==> src/rtl/instr_issuer.sv <==
// -----------------------------------------------------------------------------
// instr_issuer
//
// Transmit side of the ctrl instruction byte interface. Requests arrive as
// {opcode, address} pairs over a valid/ready handshake and are queued in a
// small FIFO. An issue FSM pops one entry at a time and presents it to ctrl as
// a one-cycle enable strobe with the packed word on value. After every strobe
// the FSM idles for GAP_CYCLES cycles so that ctrl's decoded address settles
// before the next word arrives.
//
// Parameters
//   ADDRESS_BITS  width of the address field, value[ADDRESS_BITS-1:0]
//   INSTR_BITS    width of the opcode field, value[VALUE_BITS-1:ADDRESS_BITS]
//   FIFO_DEPTH    number of buffered requests (power of two, >= 2)
//   GAP_CYCLES    idle cycles forced after each strobe (0..15)
//
// Ports
//   clk          in   rising-edge clock
//   rst          in   asynchronous reset, active-high
//   req_valid    in   request present
//   req_ready    out  FIFO has a free slot (depends on the fill count only)
//   req_instr    in   opcode to issue
//   req_address  in   address to issue
//   enable       out  one-cycle strobe to ctrl.enable (registered)
//   value        out  {instr, address} to ctrl.value (registered, holds)
//   busy         out  FIFO non-empty or FSM not idle
//   err          out  sticky illegal-opcode flag
//
// Build option
//   INSTR_ISSUER_OPCODE_CHECK_EN  when defined, requests whose opcode is not
//   one-hot complete the handshake but are dropped, and err latches high
//   until reset. When undefined, every opcode is queued and err is tied low.
// -----------------------------------------------------------------------------
module instr_issuer #(
    parameter int ADDRESS_BITS = 5,
    parameter int INSTR_BITS   = 3,
    parameter int FIFO_DEPTH   = 4,
    parameter int GAP_CYCLES   = 1
) (
    input  logic                               clk,
    input  logic                               rst,
    input  logic                               req_valid,
    output logic                               req_ready,
    input  logic [INSTR_BITS-1:0]              req_instr,
    input  logic [ADDRESS_BITS-1:0]            req_address,
    output logic                               enable,
    output logic [INSTR_BITS+ADDRESS_BITS-1:0] value,
    output logic                               busy,
    output logic                               err
);

    localparam int VALUE_BITS = INSTR_BITS + ADDRESS_BITS;
    localparam int PTR_W      = $clog2(FIFO_DEPTH);
    localparam int CNT_W      = PTR_W + 1;

    localparam logic [CNT_W-1:0] DEPTH_C = CNT_W'(FIFO_DEPTH);
    localparam logic [3:0]       GAP_C   = 4'(GAP_CYCLES);

    typedef enum logic [1:0] {
        S_IDLE  = 2'd0,
        S_ISSUE = 2'd1,
        S_GAP   = 2'd2
    } state_t;

    // An opcode is legal when exactly one bit is set.
    function automatic logic opcode_legal(input logic [INSTR_BITS-1:0] op);
        return (op != '0) && ((op & (op - INSTR_BITS'(1))) == '0);
    endfunction

    // ------------------------------------------------------------------
    // FIFO storage and bookkeeping
    // ------------------------------------------------------------------
    logic [VALUE_BITS-1:0] mem [FIFO_DEPTH];
    logic [PTR_W-1:0]      wr_ptr;
    logic [PTR_W-1:0]      rd_ptr;
    logic [CNT_W-1:0]      count;
    logic [VALUE_BITS-1:0] head;

    logic accept;
    logic push;
    logic pop;

    state_t          state;
    state_t          state_n;
    logic [3:0]      gap_cnt;
    logic [3:0]      gap_n;
    logic            enable_n;
    logic [VALUE_BITS-1:0] value_n;

    // Ready depends on the registered count only, so a held request is
    // taken on the edge after a pop has freed a slot.
    assign req_ready = (count < DEPTH_C);
    assign accept    = req_valid && req_ready;
    assign head      = mem[rd_ptr];

`ifdef INSTR_ISSUER_OPCODE_CHECK_EN
    // Illegal opcodes still complete the handshake so the requester never
    // stalls on them; they simply never reach the FIFO.
    assign push = accept && opcode_legal(req_instr);

    always_ff @(posedge clk or posedge rst) begin
        if (rst) begin
            err <= 1'b0;
        end else if (accept && !opcode_legal(req_instr)) begin
            err <= 1'b1;
        end
    end
`else
    assign push = accept;
    assign err  = 1'b0;
`endif

    // Entry storage carries data only and is not reset.
    always_ff @(posedge clk) begin
        if (push) begin
            mem[wr_ptr] <= {req_instr, req_address};
        end
    end

    // Pointers wrap naturally because FIFO_DEPTH is a power of two.
    always_ff @(posedge clk or posedge rst) begin
        if (rst) begin
            wr_ptr <= '0;
            rd_ptr <= '0;
            count  <= '0;
        end else begin
            if (push) begin
                wr_ptr <= wr_ptr + PTR_W'(1);
            end
            if (pop) begin
                rd_ptr <= rd_ptr + PTR_W'(1);
            end
            unique case ({push, pop})
                2'b10:   count <= count + CNT_W'(1);
                2'b01:   count <= count - CNT_W'(1);
                default: count <= count;
            endcase
        end
    end

    // ------------------------------------------------------------------
    // Issue FSM: state register
    // ------------------------------------------------------------------
    always_ff @(posedge clk or posedge rst) begin
        if (rst) begin
            state   <= S_IDLE;
            gap_cnt <= '0;
            enable  <= 1'b0;
            value   <= '0;
        end else begin
            state   <= state_n;
            gap_cnt <= gap_n;
            enable  <= enable_n;
            value   <= value_n;
        end
    end

    // ------------------------------------------------------------------
    // Issue FSM: next state and registered-output inputs
    // ------------------------------------------------------------------
    always_comb begin
        state_n  = state;
        gap_n    = gap_cnt;
        enable_n = 1'b0;
        value_n  = value;
        pop      = 1'b0;

        unique case (state)
            S_IDLE: begin
                if (count != '0) begin
                    enable_n = 1'b1;
                    value_n  = head;
                    pop      = 1'b1;
                    state_n  = S_ISSUE;
                end
            end

            S_ISSUE: begin
                // enable drops here in every case. With no gap configured
                // the return through IDLE still gives one low cycle, so the
                // strobe stays a single-cycle pulse and the spacing between
                // strobes is GAP_CYCLES + 2 in both configurations.
                if (GAP_CYCLES > 0) begin
                    gap_n   = GAP_C;
                    state_n = S_GAP;
                end else begin
                    state_n = S_IDLE;
                end
            end

            S_GAP: begin
                gap_n = gap_cnt - 4'd1;
                if (gap_cnt <= 4'd1) begin
                    state_n = S_IDLE;
                end
            end

            default: begin
                state_n = S_IDLE;
            end
        endcase
    end

    assign busy = (count != '0) || (state != S_IDLE);

endmodule
==> config.mk <==
export PLATFORM = sky130hd
export DESIGN_NAME = instr_issuer
export DESIGN_NICKNAME = d
export VERILOG_FILES = /design/src/rtl/instr_issuer.sv
export SDC_FILE = /design/constraint.sdc
export NUM_CORES = 1
export LEC_CHECK = 0
export CELL_PAD_IN_SITES_DETAIL_PLACEMENT = 1
export CELL_PAD_IN_SITES_GLOBAL_PLACEMENT = 2
export CORE_MARGIN = 1.5
export CORE_UTILIZATION = 41
export DETAILED_ROUTE_END_ITERATION = 8
export PLACE_DENSITY_LB_ADDON = 0.12
export SLEW_MARGIN = 20
export SYNTH_ARGS = -nofsm -noshare
export SYNTH_HDL_FRONTEND = slang
export SYNTH_SLANG_ARGS = --single-unit
==> constraint.sdc <==
create_clock -name clk -period 2.5 [get_ports clk]
set_input_delay 0.25 -clock clk [delete_from_list [all_inputs] [get_ports clk]]
set_output_delay 0.25 -clock clk [all_outputs]
set_load 0.1 [all_outputs]
# After elaboration in Yosys (flattened, before gate mapping)

Memories as Yosys holds them, arrays and structs flattened. A register that Yosys moved wholly into a read port is not among the register bits.
Cells that the tools add are included.

Flip-flop bits (word level): 14
Memories kept: 1
Logic and storage cells: 38
RAM bits: 32

Memories:

| name | words | bits a word | rd ports | clocked after Yosys merged registers in | write ports | RTL line | text |
|---|---|---|---|---|---|---|---|
| mem  | 4     | 8           | 1        | 1                                       | 1           | 73       | `logic [VALUE_BITS-1:0] mem [FIFO_DEPTH];` |

Multiplexer cells: 9
Add/sub/neg operators: 5
Order comparisons: 2
Reduce and logical (&&, ||, !) cells: 9
Eq/ne operators: 6

Operators by type and width:

| cell                                                                             | count |
|---|---|
| 4-bit one-hot mux with 2 select lines                                            | 1 |
| 2-bit one-hot mux with 3 select lines                                            | 1 |
| 3-bit one-hot mux with 2 select lines                                            | 1 |
| 2-bit nonzero test                                                               | 3 |
| 2-bit by 1-bit adder with 2-bit output, second input constant                    | 2 |
| 2-bit by 1-bit equality test with 1-bit output, second input constant            | 2 |
| 2-bit equality test, second input constant                                       | 2 |
| 4-bit by 1-bit less-or-equal comparator with 1-bit output, second input constant | 1 |
| 1-bit 2-to-1 mux                                                                 | 4 |
| 2-bit 2-to-1 mux                                                                 | 2 |
| 2-bit != test, second input constant                                             | 2 |
| 2-bit AND reduction                                                              | 2 |
| 4-bit by 1-bit subtractor with 4-bit output, second input constant               | 1 |
| 3-bit by 1-bit adder with 3-bit output, second input constant                    | 1 |
| 3-bit < comparator, second input constant                                        | 1 |
| 3-bit nonzero test                                                               | 1 |
| 3-bit by 1-bit subtractor with 3-bit output, second input constant               | 1 |
| 2-bit zero test                                                                  | 1 |
| 1-bit logical AND                                                                | 1 |
| 1-bit logical OR                                                                 | 1 |

# Longest topological paths before layout

Depth after elaboration: 5
Mapped depth: 10

# Worst setup path before layout

No wires, ideal clock.

Path type: register to register
From: register state[0]
To: register count[2]
Arrival time: 1.857 ns
Setup slack: 0.487 ns
Clock period less this slack: 2.013 ns
Cell stages (with the launch flop): 11
Path through: dfrtp_1 -> inv_1 -> ha_1 -> nand2b_1 -> inv_2 -> ha_1 -> inv_1 -> fa_1 -> xor2_1 -> nor2_1 -> xnor2_1

Word-level cells in the longest chain between the ends: 4
Elaborated cells on any way between the ends: 6
Those cells by class: eq/ne: 2; mux: 2; reduce/logical: 2

RTL lines:

| what                                                                                  | RTL line | text |
|---|---|---|
| from (decl)                                                                           | 83       | `state_t state;` |
| from (signal assigned)                                                                | 151      | `state <= state_n;` |
| 2-bit zero test (*)                                                                   | --       |  |
| 1-bit 2-to-1 mux (*)                                                                  | --       |  |
| net enable_n                                                                          | 87       | `logic enable_n;` |
| 2-bit by 1-bit equality test with 1-bit output or 2-bit equality test (tied branches) | 133      | `unique case ({push, pop})` |
| 3-bit one-hot mux with 2 select lines or 2-bit nonzero test (tied branches)           | --       |  |
| to (signal assigned)                                                                  | 134      | `2'b10: count <= count + CNT_W'(1);` |
| to (signal assigned)                                                                  | 135      | `2'b01: count <= count - CNT_W'(1);` |
| to (signal assigned)                                                                  | 136      | `default: count <= count;` |
| to (decl)                                                                             | 76       | `logic [CNT_W-1:0] count;` |

Mark *: on every way through the listed nets, which the timed path passes. The rest lies on a longest branch.
A chain may end at the register's enable or synchronous reset.

# Worst setup path after layout

Same ends and word-level chain as after synthesis.

==> key figures <==
Outcome
  – Status: complete, no violations

Clocking
  – CTS tree: built
  – Root Driver: clkbuf_8
  – Post-CTS Hold Buffers: 0
  – Post-CTS Resized: 0
  – TritonCTS buffer count: 5
  – Reg clk slew, reported paths: ~90 ps
  – CTS H-tree lvls: 2
  – Num Clock Sinks: 54
  – Later-pin clock latency in the skew report: 300 ps
  – Setup Fix Bufs, Post-CTS: 0
  – Longest Clk Path Bufs: 2

Final layout
  – Area grow syn2layout: 15.2%
  – # fillers: 514
  – Layout cells sized above 1: 0.233
  – Post-Layout Inst Area: 2620 um2
  – Nets: 185
  – Diode count: 0

STA
  – Fin crit share: 0.887
  – Max-slew violations: 0
  – Final hold violations: 0
  – Slew @ Worst Pin: 843 ps
  – Max Fclk: approximately 0.45 GHz
  – Setup Viol. Count Final: 0
  – Normalized max-slew margin: 0.438
  – Clk_skew: roughly 9.5 ps
  – TNS Setup: 0 ps
  – Tmin final: 2220 ps
  – Slack of the critical path: around 280 ps
  – RSZ-0062 raised after global routing: false

Synth
  – Syn_area_per_cell: approximately 17 um2
  – Most frequent cell after synthesis: edfxtp_1
  – Sequential fraction of the synthesis area: 0.664
  – Most area-consuming cells after synthesis: edfxtp_1, dfrtp_1, mux4_2
  – Synth cell count leaders: edfxtp_1, dfrtp_1, inv_1
  – Synth cell types: 28
  – Async SR Flop Fraction: 0.407
  – Post-Synthesis Cell Area: approximately 2300 um2
  – Post-synth EDFFs: 32
  – Yosys top cell area share: 0.422
  – Synth area leader: edfxtp_1
  – Mapped Nets: 160
  – Flops & latches, synth: 54
  – Syn Inst Count: between 100 and 150
  – Synth Flop Type: edfxtp_1
  – Yosys warning total: 0

GRT
  – Grt total ovfl: 0
  – Total GRT Usage: 0.142
  – First-pass GRT wire length: 6.33 mm
  – Vias in the first global route: around 1200
  – Largest net degree at the start of global routing: 23
  – Antenna violations before repair: 0

Floorplanning
  – Ports: 23
  – Chip Width: 77.5 um
  – Die Area: approximately 6000 um2
  – Starting Density: 0.435
  – Die Ht: 77.5 um
  – Placeable Area: 5240 um2
  – Site Rows: 26

Setup path
  – Crit path DAT: 2430 ps
  – Critical Path End Type: flop
  – Slowest cell delay on critical path: between 400 and 500 ps
  – Crit-path cells: inv_1 -> ha_1 -> nand2b_1 -> inv_2 -> ha_1 -> inv_1 -> fa_1 -> xor2_1 -> nor2_1 -> xnor2_1
  – CP startpoint kind: flop
  – Critical path's top delay family: adder cells
  – Slowest-stage cell, CP: dfrtp_1
  – Crit path max fanout: 11
  – Critical Path RT: 2720 ps
  – Worst path buffer plus inverter count: 3
  – Flop-to-flop setup slack: 280 ps
  – Crit Path Class: reg2reg

Drt
  – DRT Pass-1 Iters: 4
  – Drt total wl: 3.76 mm
  – DRC Markers: 0
  – Routed vias/inst: 4.89
  – DR vias: 1140
  – Drt wl/cell: roughly 16 um
  – Post-route ant nets: 0
  – Detailed Route Iter0 Violations: 32

Placed design
  – Routability Congestion: 0.742
  – Final HPWL DP: 2.65 mm
  – Placed cell areas: 2530 um2
  – Pre-CTS WS: 273 ps
  – Buffers on Ports: 21

Worst hold path
  – Hold WC Path Type: in2async

Flow run
  – Number of max-cap violations: 0
[per-layer routing]
metal,part of all wire,up-vias,global-route usage
li1,-,534,-
met1,0.48,586,0.188
met2,0.49,18,0.231
met3,0.029,2,0.0388
met4,0.0064,0,0.0382
met5,0,-,0
[cell families after synthesis]
family,share of synthesized area
buffers and inverters,0.0346
other,0.00165
adder cells (fa/ha/maj),0.0692
AND/OR/NAND/NOR,0.0407
multiplexers,0.146
XOR/XNOR,0.0231
AO/OA/AOI/OAI,0.0209
flip-flops,0.664
[cell usage in the layout, fill, tap and decap left out, drive strengths merged]
cell type,synthesis,layout
a22o,1,1
and2,4,4
buf,3,12
clkbuf,1,6
clkdlybuf4s50,0,10
clkinv,0,2
conb,1,1
dfrtp,22,22
edfxtp,32,32
fa,1,1
ha,11,11
inv,14,14
mux2,10,10
mux2i,1,1
mux4,8,8
nand2,5,5
nand2b,1,1
nand3,2,2
nor2,3,3
nor2b,1,1
nor3,3,3
o21a,1,1
o21ai,5,5
o22ai,1,1
xnor2,5,5
xor2,1,1
[area by class of cell]
cell class,count,area (um2),area share
inverters,14,52.6,0.0200
multi-input cells,65,687,0.262
clock inverters,2,12.5,0.00477
repair buffers,22,190,0.0725
flip-flops and latches,54,1510,0.576
well taps,70,87.6,0.0334
clock buffers,6,82.6,0.0315
[metrics by stage]
stage	cells	hold slack [ps]	util
3_5_place_dp	225	499	0.483
6_report	233	419	0.501
3_3_place_gp	225	492	0.483
4_1_cts	233	476	0.501
5_1_grt	233	487	0.501
2_1_floorplan	137	239	-
[path summary, 6_finish.rpt]
path / from / end / depth (start not counted)
worst max-delay path: state[0] / count[2] / 10
worst min-delay path: rst / value[3] / 2
worst max register to register: state[0] / count[2] / 10
worst min register to register: count[0] / count[0] / 1
max in group asynchronous: rst / state[0] / 2
min in group clk: count[0] / count[0] / 1
[state kept, by name, summed over array words and instances (netlist names)]
register  cells
mem          32
value         8
gap_cnt       4
count         3
rd_ptr        2
state         2
wr_ptr        2
enable        1
Power is left out: the tool's default activity adds up to more than one toggle a clock period on the data nets, which glitch-free logic cannot reach.
